==> src/rtl/seg7_pkg.sv <==
// Shared seven-segment definitions: segment patterns, sample layout and the
// inverse 4511-style decode used by the display-side capture monitor.
package seg7_pkg;

    localparam logic [6:0] SEG_0     = 7'h3F;
    localparam logic [6:0] SEG_1     = 7'h06;
    localparam logic [6:0] SEG_2     = 7'h5B;
    localparam logic [6:0] SEG_3     = 7'h4F;
    localparam logic [6:0] SEG_4     = 7'h66;
    localparam logic [6:0] SEG_5     = 7'h6D;
    localparam logic [6:0] SEG_6     = 7'h7C;
    localparam logic [6:0] SEG_6T    = 7'h7D;
    localparam logic [6:0] SEG_7     = 7'h07;
    localparam logic [6:0] SEG_8     = 7'h7F;
    localparam logic [6:0] SEG_9     = 7'h67;
    localparam logic [6:0] SEG_9T    = 7'h6F;
    localparam logic [6:0] SEG_BLANK = 7'h00;

    localparam logic [3:0] BLANK_CODE = 4'hF;

    // dig_n[0] is dig1; digit enables stay active-low as sampled from the pins.
    typedef struct packed {
        logic [3:0] dig_n;
        logic       dp;
        logic [6:0] y;
    } sample_t;

    typedef struct packed {
        logic       legal;
        logic       blank;
        logic [3:0] code;
    } bcd_t;

    function automatic bcd_t seg7_to_bcd(input logic [6:0] seg);
        bcd_t r;
        r.legal = 1'b1;
        r.blank = 1'b0;
        r.code  = BLANK_CODE;
        case (seg)
            SEG_0:          r.code = 4'd0;
            SEG_1:          r.code = 4'd1;
            SEG_2:          r.code = 4'd2;
            SEG_3:          r.code = 4'd3;
            SEG_4:          r.code = 4'd4;
            SEG_5:          r.code = 4'd5;
            SEG_6, SEG_6T:  r.code = 4'd6;
            SEG_7:          r.code = 4'd7;
            SEG_8:          r.code = 4'd8;
            SEG_9, SEG_9T:  r.code = 4'd9;
            SEG_BLANK:      r.blank = 1'b1;
            default:        r.legal = 1'b0;
        endcase
        return r;
    endfunction

endpackage

==> src/rtl/seg7_stable_det.sv <==
// Synchronizes the display pins and flags the single cycle in which a newly
// stable sample should be captured.
module seg7_stable_det
    import seg7_pkg::*;
#(
    parameter int STABLE_CYCLES = 4,
    parameter int CW            = 3
) (
    input  logic       CP,
    input  logic       MR,
    input  logic [6:0] y,
    input  logic [3:0] dig_n,
    input  logic       dp,
    output logic       cap_en,
    output sample_t    sample
);

    localparam logic [CW-1:0] CNT_MAX = CW'(STABLE_CYCLES - 1);
    localparam logic [CW-1:0] CNT_CAP = CW'(STABLE_CYCLES - 2);

    sample_t       sync1;
    sample_t       sync2;
    sample_t       prev;
    logic [CW-1:0] cnt;
    logic          armed;
    logic          same;
    logic          any_on;

    assign sample = sync2;
    assign same   = (sync2 == prev);
    assign any_on = ~&sync2.dig_n;
    assign cap_en = armed && same && (cnt == CNT_CAP) && any_on;

    // NOTE: sequential state uses non-blocking assignments so every flop in
    // this block samples pre-edge values, which keeps the synchronizer chain
    // and the prev/counter comparison one clean stage apart.
    always_ff @(posedge CP or posedge MR) begin
        if (MR) begin
            sync1 <= '0;
            sync2 <= '0;
            prev  <= '0;
            cnt   <= '0;
            armed <= 1'b1;
        end else begin
            sync1 <= {dig_n, dp, y};
            sync2 <= sync1;
            prev  <= sync2;
            if (!same) begin
                cnt   <= '0;
                armed <= 1'b1;
            end else begin
                if (cnt != CNT_MAX)
                    cnt <= cnt + 1'b1;
                // One capture per stable pattern; a change re-arms.
                if (cap_en)
                    armed <= 1'b0;
            end
        end
    end

endmodule

==> src/rtl/seg7_capture.sv <==
// Display-side monitor: reads the multiplexed seven-segment bus back into
// per-position BCD, flags illegal patterns and signals completed frames.
module seg7_capture
    import seg7_pkg::*;
#(
    parameter int STABLE_CYCLES = 4,
    parameter int CW            = 3
) (
    input  logic        CP,
    input  logic        MR,
    input  logic [6:0]  Y,
    input  logic        dig1,
    input  logic        dig2,
    input  logic        dig3,
    input  logic        dig4,
    input  logic        dp,
    input  logic        clr,
    output logic [15:0] digits,
    output logic [3:0]  dps,
    output logic [3:0]  blank,
    output logic [3:0]  dvalid,
    output logic        cap,
    output logic        frame_done,
    output logic        err
);

    sample_t    sample;
    logic       cap_en;
    bcd_t       dec;
    logic [3:0] active;
    logic [3:0] mask;
    logic [3:0] mask_merged;

    seg7_stable_det #(
        .STABLE_CYCLES (STABLE_CYCLES),
        .CW            (CW)
    ) u_stable (
        .CP     (CP),
        .MR     (MR),
        .y      (Y),
        .dig_n  ({dig4, dig3, dig2, dig1}),
        .dp     (dp),
        .cap_en (cap_en),
        .sample (sample)
    );

    // NOTE: every signal driven here gets a value on every path, so no latch
    // is inferred.
    always_comb begin
        dec         = seg7_to_bcd(sample.y);
        active      = ~sample.dig_n;
        mask_merged = (clr ? 4'b0000 : mask) | active;
    end

    always_ff @(posedge CP or posedge MR) begin
        if (MR) begin
            digits     <= '0;
            dps        <= '0;
            blank      <= '0;
            dvalid     <= '0;
            cap        <= 1'b0;
            frame_done <= 1'b0;
            err        <= 1'b0;
            mask       <= '0;
        end else begin
            cap        <= cap_en;
            frame_done <= 1'b0;

            if (clr) begin
                err    <= 1'b0;
                dvalid <= '0;
                mask   <= '0;
            end

            // Capture assignments come after clr so a coincident capture wins.
            if (cap_en) begin
                for (int i = 0; i < 4; i++) begin
                    if (active[i]) begin
                        digits[i*4 +: 4] <= dec.code;
                        dps[i]           <= sample.dp;
                        blank[i]         <= dec.blank;
                        dvalid[i]        <= dec.legal;
                    end
                end
                if (!dec.legal)
                    err <= 1'b1;
                // Only legal captures count toward a frame.
                if (dec.legal) begin
                    if (mask_merged == 4'b1111) begin
                        frame_done <= 1'b1;
                        mask       <= '0;
                    end else begin
                        mask <= mask_merged;
                    end
                end
            end
        end
    end

endmodule

==> config.mk <==
export PLATFORM = sky130hd
export DESIGN_NAME = seg7_capture
export DESIGN_NICKNAME = d
export VERILOG_FILES = /design/src/rtl/seg7_pkg.sv /design/src/rtl/seg7_stable_det.sv /design/src/rtl/seg7_capture.sv
export SDC_FILE = /design/constraint.sdc
export NUM_CORES = 1
export LEC_CHECK = 0
export ABC_CLOCK_PERIOD_IN_PS = 2500
export CAP_MARGIN = 20
export CORE_MARGIN = 3
export CORE_UTILIZATION = 48
export DETAILED_ROUTE_END_ITERATION = 8
export PLACE_DENSITY = 0.75
export SYNTH_ARGS = -nofsm -noshare
export SYNTH_HDL_FRONTEND = slang
export SYNTH_HIERARCHICAL = 1
export SYNTH_SLANG_ARGS = --single-unit
==> constraint.sdc <==
create_clock -name CP -period 2.5 [get_ports CP]
set_clock_uncertainty 0.15 [all_clocks]
set_input_delay 0.25 -clock CP [delete_from_list [all_inputs] [get_ports CP]]
set_output_delay 0.25 -clock CP [all_outputs]
set_load 0.02 [all_outputs]
After elaboration in Yosys (flattened, before gate mapping)
Index checks and enable logic that the tools add are counted.
{ "op_classes": {"add_sub_neg": 1, "n_eq_ne": 18, "n_mux": 23, "bitwise_logic": 2, "n_reduce_logical": 13} }
{ "ops": {"columns": ["operator", "count"], "rows": [
  ["== test 7 bit (second input constant)", 9],
  ["one-hot mux 4 bit (10 select lines)", 1],
  ["two-way mux 4 bit", 6],
  ["== test 7 x 3 -> 1 bit (second input constant)", 2],
  ["two-way mux 1 bit", 14],
  ["OR reduction 13 bit", 1],
  ["== test 12 bit", 1],
  ["AND reduction 2 bit", 4],
  ["== test 7 x 6 -> 1 bit (second input constant)", 1],
  ["logical NOT 7 bit", 1],
  ["two-way mux 3 bit", 2],
  ["== test 4 bit (second input constant)", 1],
  ["inequality test 2 bit (second input constant)", 2],
  ["inverter 4 bit", 1],
  ["bitwise OR 4 bit", 1],
  ["AND reduction 4 bit", 1],
  ["OR reduction 2 bit", 2],
  ["adder 3 x 1 -> 3 bit (second input constant)", 1],
  ["== test 3 x 2 -> 1 bit (second input constant)", 1],
  ["logical AND 1 bit", 3],
  ["inequality test 3 x 2 -> 1 bit (second input constant)", 1],
  ["logical NOT 1 bit", 1]
]} }
{ "word_totals": {"register_bits": 75, "inputBits": 15, "out_inout_bits": 31, "elab_cells": 85} }

Logic depth before layout (Yosys ltp)
Gate-level depths: netlist (run 1).
{ "depth": {"depth_word": 6, "mapped_depth": 8, "ltp_nobuf": 8} }

Hierarchy
Netlist (run 1), hierarchy kept.
{ "modules_own_cells": {"columns": ["mod", "n_inst", "cells_each", "area_each_um2", "seq_area_each_um2"], "rows": [
  ["seg7_capture", 1, 176, 1731.7, 875.8],
  ["seg7_stable_det", 1, 77, 1273.7, 1002.2]
]} }

Worst setup path after synthesis (run 1)
Ideal clock, no wire load.
{ "synth_timing": {"path_kind": "register to register", "start": "register u_stable.sync2 (netlist bit u_stable/sample[4])", "end": "register frame_done", "setup_time_ns": 0.119, "arrival_time_ns": 2.063, "required_ns": 2.231, "setup_slack_ns": 0.168, "stages_incl_launch_ff": 9, "path_buffers": 3, "synth_period_minus_slack_ns": 2.332, "path_cell_list": "dfrtp_1 -> buf_4 -> nor2_2 -> mux2_4 -> a22o_1 -> buf_6 -> or4_1 -> buf_4 -> and2_1"} }
{ "synth_via": {"elab_chain_cells": 5, "word_cells_on_any_way": 21, "classes_between": "eq/ne: 13; mux: 3; reduce/logical: 5"} }
{ "synth_rtl": {"columns": ["element", "line", "source"], "rows": [
  ["from (decl)", "seg7_stable_det.sv:22", "sample_t sync2;"],
  ["from (signal assigned)", "seg7_stable_det.sv:46", "sync2 <= sync1;"],
  ["== test 7 bit, or another cell as far along", "seg7_pkg.sv:39", "case (seg)"],
  ["OR reduction 13 bit (no source line) or logical AND 1 bit (tied branches)", null, null],
  ["two-way mux 1 bit or logical AND 1 bit (tied branches)", "seg7_pkg.sv:39, seg7_stable_det.sv:32", null],
  ["two-way mux 1 bit or logical AND 1 bit (tied branches)", "seg7_capture.sv:88, seg7_stable_det.sv:32", null],
  ["two-way mux 1 bit (*)", "seg7_capture.sv:76", "if (cap_en) begin"],
  ["to (signal assigned)", "seg7_capture.sv:62", "frame_done <= 1'b0;"],
  ["to (signal assigned)", "seg7_capture.sv:67", "frame_done <= 1'b0;"],
  ["to (signal assigned)", "seg7_capture.sv:90", "frame_done <= 1'b1;"],
  ["to (decl)", "seg7_capture.sv:23", "output logic frame_done,"]
]} }
Every way passes the cells marked *; elsewhere a longest branch is shown, timed or not.
A chain may end at the register's enable or synchronous reset.

Worst setup path in the final report (run 1)
{ "layout_timing": {"start": "register u_stable.sync2 (netlist bit u_stable/sample[1])", "end": "register frame_done"} }
Same word-level chain as after synthesis.

==> results.md, run 1 <==
* Worst path cell trace: nor2b_1 -> mux2_4 -> a22o_1 -> or4_1 -> and2_1
* Most frequent cells in the layout: dfrtp_1, clkdlybuf4s50_1, nand2_1
* Sequential share of power at between 50% and 60%
* Netlist cell types at 50
* Largest net degree at the start of global routing at between 40 and 50
* I/O pin count at 46
* Global-route wire length before repair at around 10 mm
* CTS Buffer Depth at 2
* Cell Area, Synth at approximately 3000 µm²
* Post-synth EDFFs at 0
* Final min period at around 2.4 ns
* Pwr Density at approximately 590 nW/µm²
* Worst endpoint required time at roughly 2.6 ns
* CP Max Fanout at 8
* CTS tree: done
* DR vias/cell at about 5.5
* Proportion of synthesized area in mux cells at 2.33%
* Global-route total usage across every layer at a little under a fifth
* Slew Viols, Final at 0
* Run status: completed
* Synth warnings at 6
* Hold_buf cts at 0
* Layout area overhead at 25.6%
* Total grt overflow at 0
* Largest family of logic cells by synthesized area: simple AND/OR/NAND/NOR gates
* Final Util at a little over three fifths
* Commonest non-fill, non-tap cell in the layout: dfrtp_1
* Post_cts resized at 0
* CP Launch Point: u_stable/sample[1]$_DFF_PP0_
* RSZ-0062 raised after global routing: no
* # clock sinks at between 70 and 80
* Critical Path Start Type: register
* Setup CP Type: reg -> reg
* Least-Margin Pin Slew at about 0.66 ns
* Post-Synth Adder-Cell Area at around 1.6%
* Fraction of synthesized cell area in xor and xnor cells at approximately 3.8%
* Post-DP HPWL at roughly 4.4 mm
* Setup bufs post-CTS at 0
* Die area at around 7200 µm²
* WP data arrival at roughly 2.5 ns
* N_diodes at 0
* Die X at between 80 and 90 µm
* Worst skew pair latency at around 0.34 ns
* Max-slew headroom at a little under three fifths
* Register area share after synthesis at 62.5%
* Critical Path Slowest Stage Cell: or4_1
* Int Power at approximately 1.7 mW
* CP max stage delay at between 0.6 and 0.7 ns
* Tightest Hold Check Type: in -> async
* CP Buf/Inv Count at 0
* Avg Cell Area, Syn at around 12 µm²
* # DRC at 0
* Final Hold Vio Count at 0
* Root buffer selected by CTS: clkbuf_8
* Routed WL at 6.01 mm
* Critical path's top delay family: simple AND/OR/NAND/NOR gates
* CP endpoint kind: register
* Final setup vio count at 0
* Primary FF master, synth: dfrtp_1
* Comb pwr share at between 6 and 7%
* Final Wtd Congestion at about 0.86
* Met3 usage at under 10%
* Clock power frac at between 30% and 40%
* TNS Setup at 0 ns
* H-tree Lvls at 3
* Chip height at roughly 85 µm
* Met2 GRT Util at between 20% and 30%
* FP Rows at 28
* Placeable Area at approximately 6000 µm²
* Antenna Violating Nets Remaining at 0
* Clock transition at path regs at roughly 0.08 ns
* Count of state elements after synthesis at 75
* CTS Buf Count at 9
* Static leakage at around 1.7 nW
* Post-synth ARST share at 100%
* TritonRoute pass-1 iters at 4
* VDD IR max at 0.478 mV
* Synth Area in Simple Gates at 13.6%
* Layout cells sized above 1 at 14.5%
* DR iter-0 viols at 192
* Fin crit share at a little over nine tenths
* Initial Util at between 50% and 60%
* Reg-to-Reg Start: u_stable/sample[1]$_DFF_PP0_
* Met1 Usage GRT at between 20% and 30%
* Post-synthesis cell count at 253
* Initial antenna violation count at 0
* Psw at 0.539 mW
* Vias after detailed routing at between 2000 and 2500
* Number of max-cap violations at 0
* Sw Share at 24.2%
* Syn Nets at around 270
* DR WL/cell at approximately 15 µm
* Complex-gate fraction of the synthesized area at between 10% and 20%
* Vias in the first global route at ~2200
* Layer carrying the most global-route usage: met2
* Nets at 330
* IO Port Bufs at 45
* FMAX at 422 MHz
## area by class of cell
class	instances	area (µm²)
Clock buffer	11	141
Clock inverter	5	37.5
Fill cell	459	2210
Inverter	14	52.6
Multi-Input combinational cell	151	1000
Sequential cell	75	1880
Tap cell	75	93.8
Timing Repair Buffer	61	571
## through the flow
| step | setup slack [ns] | hold slack [ns] | power (mW) | area [µm²] | std cells |
|---|---|---|---|---|---|
| after floorplan | 0.168 | 0.131 | 1.38 | 3010 | 253 |
| after global placement | 0.199 | 0.182 | 1.42 | 3600 | 376 |
| after detailed placement | 0.157 | 0.185 | 1.43 | 3600 | 376 |
| after CTS | 0.152 | 0.173 | 2.25 | 3780 | 392 |
| after global routing | 0.0416 | 0.162 | 2.34 | 3780 | 392 |
| final | 0.131 | 0.187 | 2.23 | 3780 | 392 |
## registers in the layout, summed over array words and instances, names as in the netlist, 3 cells and up
signal	flops
digits	16
u_stable/sample	12
u_stable/cnt	3
u_stable/prev	12
u_stable/sync1	12
blank	4
mask	4
dps	4
dvalid	4
## synth_stat cells (2+ instances only)
cell | n | area [µm²]
buf_4 | 2 | 15.0
and2_1 | 3 | 18.8
buf_6 | 2 | 22.5
a21oi_1 | 5 | 25.0
clkbuf_1 | 8 | 30.0
nand3_1 | 6 | 30.0
dfrtp_1 | 74 | 1850
nand2b_1 | 5 | 31.3
nor3_1 | 3 | 15.0
nor2_1 | 3 | 11.3
xnor2_1 | 12 | 105
mux2_2 | 4 | 45.0
or4_1 | 2 | 15.0
o21ai_0 | 17 | 85.1
nor4_1 | 6 | 37.5
nand2_1 | 34 | 128
inv_1 | 13 | 48.8
nand4_1 | 9 | 56.3
o41ai_1 | 6 | 52.6
a22oi_2 | 4 | 50.1
o31ai_1 | 4 | 30.0
ha_1 | 3 | 37.5
## per-layer routing
metal / part of all wire (%) / vias up
met4: 2.3 / 0
li1: - / 1014
met3: 4.9 / 13
met1: 43 / 1050
met5: 0 / -
met2: 50 / 62
## cells by family (layout without fill, tap and decap cells)
family	count (synthesis)	count (layout)
DFF	75	75
adders and majority gates	4	4
buffers and inverters	27	91
xor gates and xnor gates	13	13
and+or+nand+nor	79	79
muxes	6	6
AOI/OAI and AO/OA	49	49
## power groups by stage
stage,Combinational [mW],Clock (mW),Sequential (mW)
6_report,0.136,0.827,1.27
5_1_grt,0.150,0.919,1.27
4_1_cts,0.137,0.849,1.27
3_5_place_dp,0.136,0,1.29
3_3_place_gp,0.134,0,1.29
2_1_floorplan,0.0936,0,1.28
## tightest hold or removal path: cells and delay by family
family,cells,cell delay (ns)
buffers and inverters,3,0.87
## final timing paths
| kind | endpoint | slack (ns) | cells after the start |
|---|---|---|---|
| min reg2reg | u_stable/sample[11]$_DFF_PP0_ | 0.20 | 0 |
| max | frame_done$_DFF_PP0_ | 0.13 | 5 |
| max reg2reg | frame_done$_DFF_PP0_ | 0.13 | 5 |
| min | dps[1]$_DFFE_PP0P_ | 0.19 | 3 |
| max in group asynchronous | u_stable/armed$_DFFE_PP1P_ | 1.63 | 3 |
| min in group CP | u_stable/sync1[9]$_DFF_PP0_ | 0.19 | 1 |
No activity file was read; power rests on OpenSTA's default activity.
==> run 2: changes to the inputs <==
--- a/config.mk
+++ b/config.mk
@@ -5,12 +5,14 @@
 export SDC_FILE = /design/constraint.sdc
 export NUM_CORES = 1
 export LEC_CHECK = 0
-export ABC_CLOCK_PERIOD_IN_PS = 2500
 export CAP_MARGIN = 20
+export CELL_PAD_IN_SITES_DETAIL_PLACEMENT = 0
+export CELL_PAD_IN_SITES_GLOBAL_PLACEMENT = 2
 export CORE_MARGIN = 3
-export CORE_UTILIZATION = 48
+export CORE_UTILIZATION = 32
 export DETAILED_ROUTE_END_ITERATION = 8
-export PLACE_DENSITY = 0.75
+export PLACE_DENSITY_LB_ADDON = 0.1
+export RECOVER_POWER = 100
 export SYNTH_ARGS = -nofsm -noshare
 export SYNTH_HDL_FRONTEND = slang
 export SYNTH_HIERARCHICAL = 1
==> results.md, run 2 (synthesis results as in run 1) <==
* Run status: completed
* Post_cts resized at 0
* # clock sinks at 75
* Fin crit share at roughly 94%
* Reg with most FFs: digits
* TNS Setup at 0 ns
* Pwr Density at around 630 nW/µm²
* WP data arrival at about 2.4 ns
* FMAX at around 430 MHz
* Vias after detailed routing at between 2000 and 2500
* Slew Viols, Final at 0
* Max reg flops at 16
* Final setup vio count at 0
* CTS Buf Count at 9
* Met1 Usage GRT at between 10% and 20%
* Commonest non-fill, non-tap cell in the layout: dfrtp_1
* Worst Hold Path EP: u_stable/sample[4]$_DFF_PP0_
* Setup CP Type: reg -> reg
* I/O pin count at 46
* Layout area overhead at 27.9%
* Fin area at between 3000 and 4000 µm²
* H-tree Lvls at 3
* Global-route total usage across every layer at roughly 13%
* FF-to-FF path depth at 6
* DR iter-0 viols at a little over 100
* TritonRoute pass-1 iters at 4
* Final hold slack at 0.201 ns
* VDD IR max at roughly 0.31 mV
* R2r endpoint: mask[0]$_DFF_PP0_
* Root buffer selected by CTS: clkbuf_8
* DR vias/cell at slightly below 5
* Final min period at approximately 2.3 ns
* Initial Util at ~34%
* Final Hold Vio Count at 0
* Chip height at 103 µm
* Met2 GRT Util at between 10% and 20%
* Die area at ~11000 µm²
* RSZ-0062 raised after global routing: no
* Setup bufs post-CTS at 0
* Hold Path Depth at 0
* Max-slew headroom at roughly 37%
* CTS Buffer Depth at 2
* Met3 usage at about 2.8%
* Worst skew pair latency at approximately 0.34 ns
* FP Rows at 34
* Critical Path Start Type: register
* CP endpoint kind: register
* Placeable Area at a little under 9000 µm²
* Cell Area, Placed at 3650 µm²
* Largest net degree at the start of global routing at approximately 40
* Total grt overflow at 0
* # DRC at 0
* Clock transition at path regs at approximately 0.08 ns
* Hold Path Origin: u_stable/sync1[4]$_DFF_PP0_
* Initial antenna violation count at 0
* Final Wtd Congestion at approximately 0.82
* DR WL/cell at roughly 15 µm
* N_diodes at 0
* Worst endpoint required time at about 2.5 ns
* CP Max Fanout at 12
* Filler cells at about 870
* Static leakage at about 1.8 nW
* Least-Margin Pin Slew at about 0.94 ns
* IO Port Bufs at 45
* CTS tree: done
* Global-route wire length before repair at about 10 mm
* Reg-to-Reg Start: u_stable/sample[3]$_DFF_PP0_
* Post-DP HPWL at 4.45 mm
* Vias in the first global route at between 2000 and 2500
* Die X at around 100 µm
* Hold_buf cts at 0
* Tightest Hold Check Type: reg -> reg
* Setup slack, reg-to-reg at between 0.15 and 0.2 ns
* Antenna Violating Nets Remaining at 0
* Routed WL at roughly 6.2 mm
* Most frequent cells in the layout: dfrtp_1, dlygate4sd3_1, nand2_1
* Layer carrying the most global-route usage: met2
* Number of max-cap violations at 0
* Layout cells sized above 1 at about 14%
* Nets at ~330
## run 2: changes by cell type in the layout (fill, tap and decap cells not counted)
cell	before	now
buf_4	16	10
clkbuf_2	0	4
clkdlybuf4s50_1	45	1
clkbuf_1	1	4
dlygate4sd3_1	0	44
bufinv_16	0	2
clkbuf_8	10	9
clkinv_4	1	2
and2_1	3	2
inv_6	1	0
clkinvlp_4	2	1
and2_0	0	1
## run 2: how the worst max path moves through the flow
| stage | startpoint | end | slack (ns) |
|---|---|---|---|
| global route | u_stable/sample[5]$_DFF_PP0_ | digits[11]$_DFFE_PP0P_ | 0.03 |
| detailed placement | u_stable/sample[3]$_DFF_PP0_ | mask[0]$_DFF_PP0_ | 0.15 |
| global placement | u_stable/sample[3]$_DFF_PP0_ | mask[0]$_DFF_PP0_ | 0.16 |
| finish | u_stable/sample[3]$_DFF_PP0_ | mask[0]$_DFF_PP0_ | 0.15 |
| floorplan | u_stable/sample[4]$_DFF_PP0_ | frame_done$_DFF_PP0_ | 0.17 |
| CTS | u_stable/sample[3]$_DFF_PP0_ | mask[0]$_DFF_PP0_ | 0.12 |
## run 2: cell type report
type,count,area (µm²),area share (%)
sequential,75,1880,48.9
multi-input combinational,151,1000,26.1
timing repair buffer,62,557,14.5
tap,108,135,3.52
clock buffer,10,128,3.32
clock inverter,6,90.1,2.34
inverter,14,52.6,1.37
## run 2: metrics by stage
step	total power [mW]	utilization (%)	cells	setup slack, ns
3_5_place_dp	1.43	40.8	410	0.148
6_report	2.41	43.0	426	0.153
3_3_place_gp	1.43	40.8	410	0.155
4_1_cts	2.46	43.2	426	0.116
2_1_floorplan	1.38	-	253	0.168
5_1_grt	2.52	43.0	426	0.0254
## run 2: worst max-delay path, stage by stage (launching register included)
cell	delay, ns
dfrtp_1	0.52
nor2b_4	0.19
mux2_4	0.28
a22o_1	0.21
buf_4	0.16
o41ai_1	0.60
a22oi_2	0.10
## run 2: layer usage
layer | vias to the layer above | part of all wire, %
met2 | 50 | 45
met1 | 1001 | 49
li1 | 1013 | -
met3 | 8 | 4.1
met4 | 0 | 1.8
met5 | - | 0
## run 2: power breakdown
| group | total (mW) | internal (mW) | switching (mW) |
|---|---|---|---|
| clock network | 1.01 | 0.564 | 0.450 |
| logic | 0.127 | 0.0540 | 0.0727 |
| registers | 1.27 | 1.24 | 0.0288 |
| total | 2.41 | 1.86 | 0.552 |
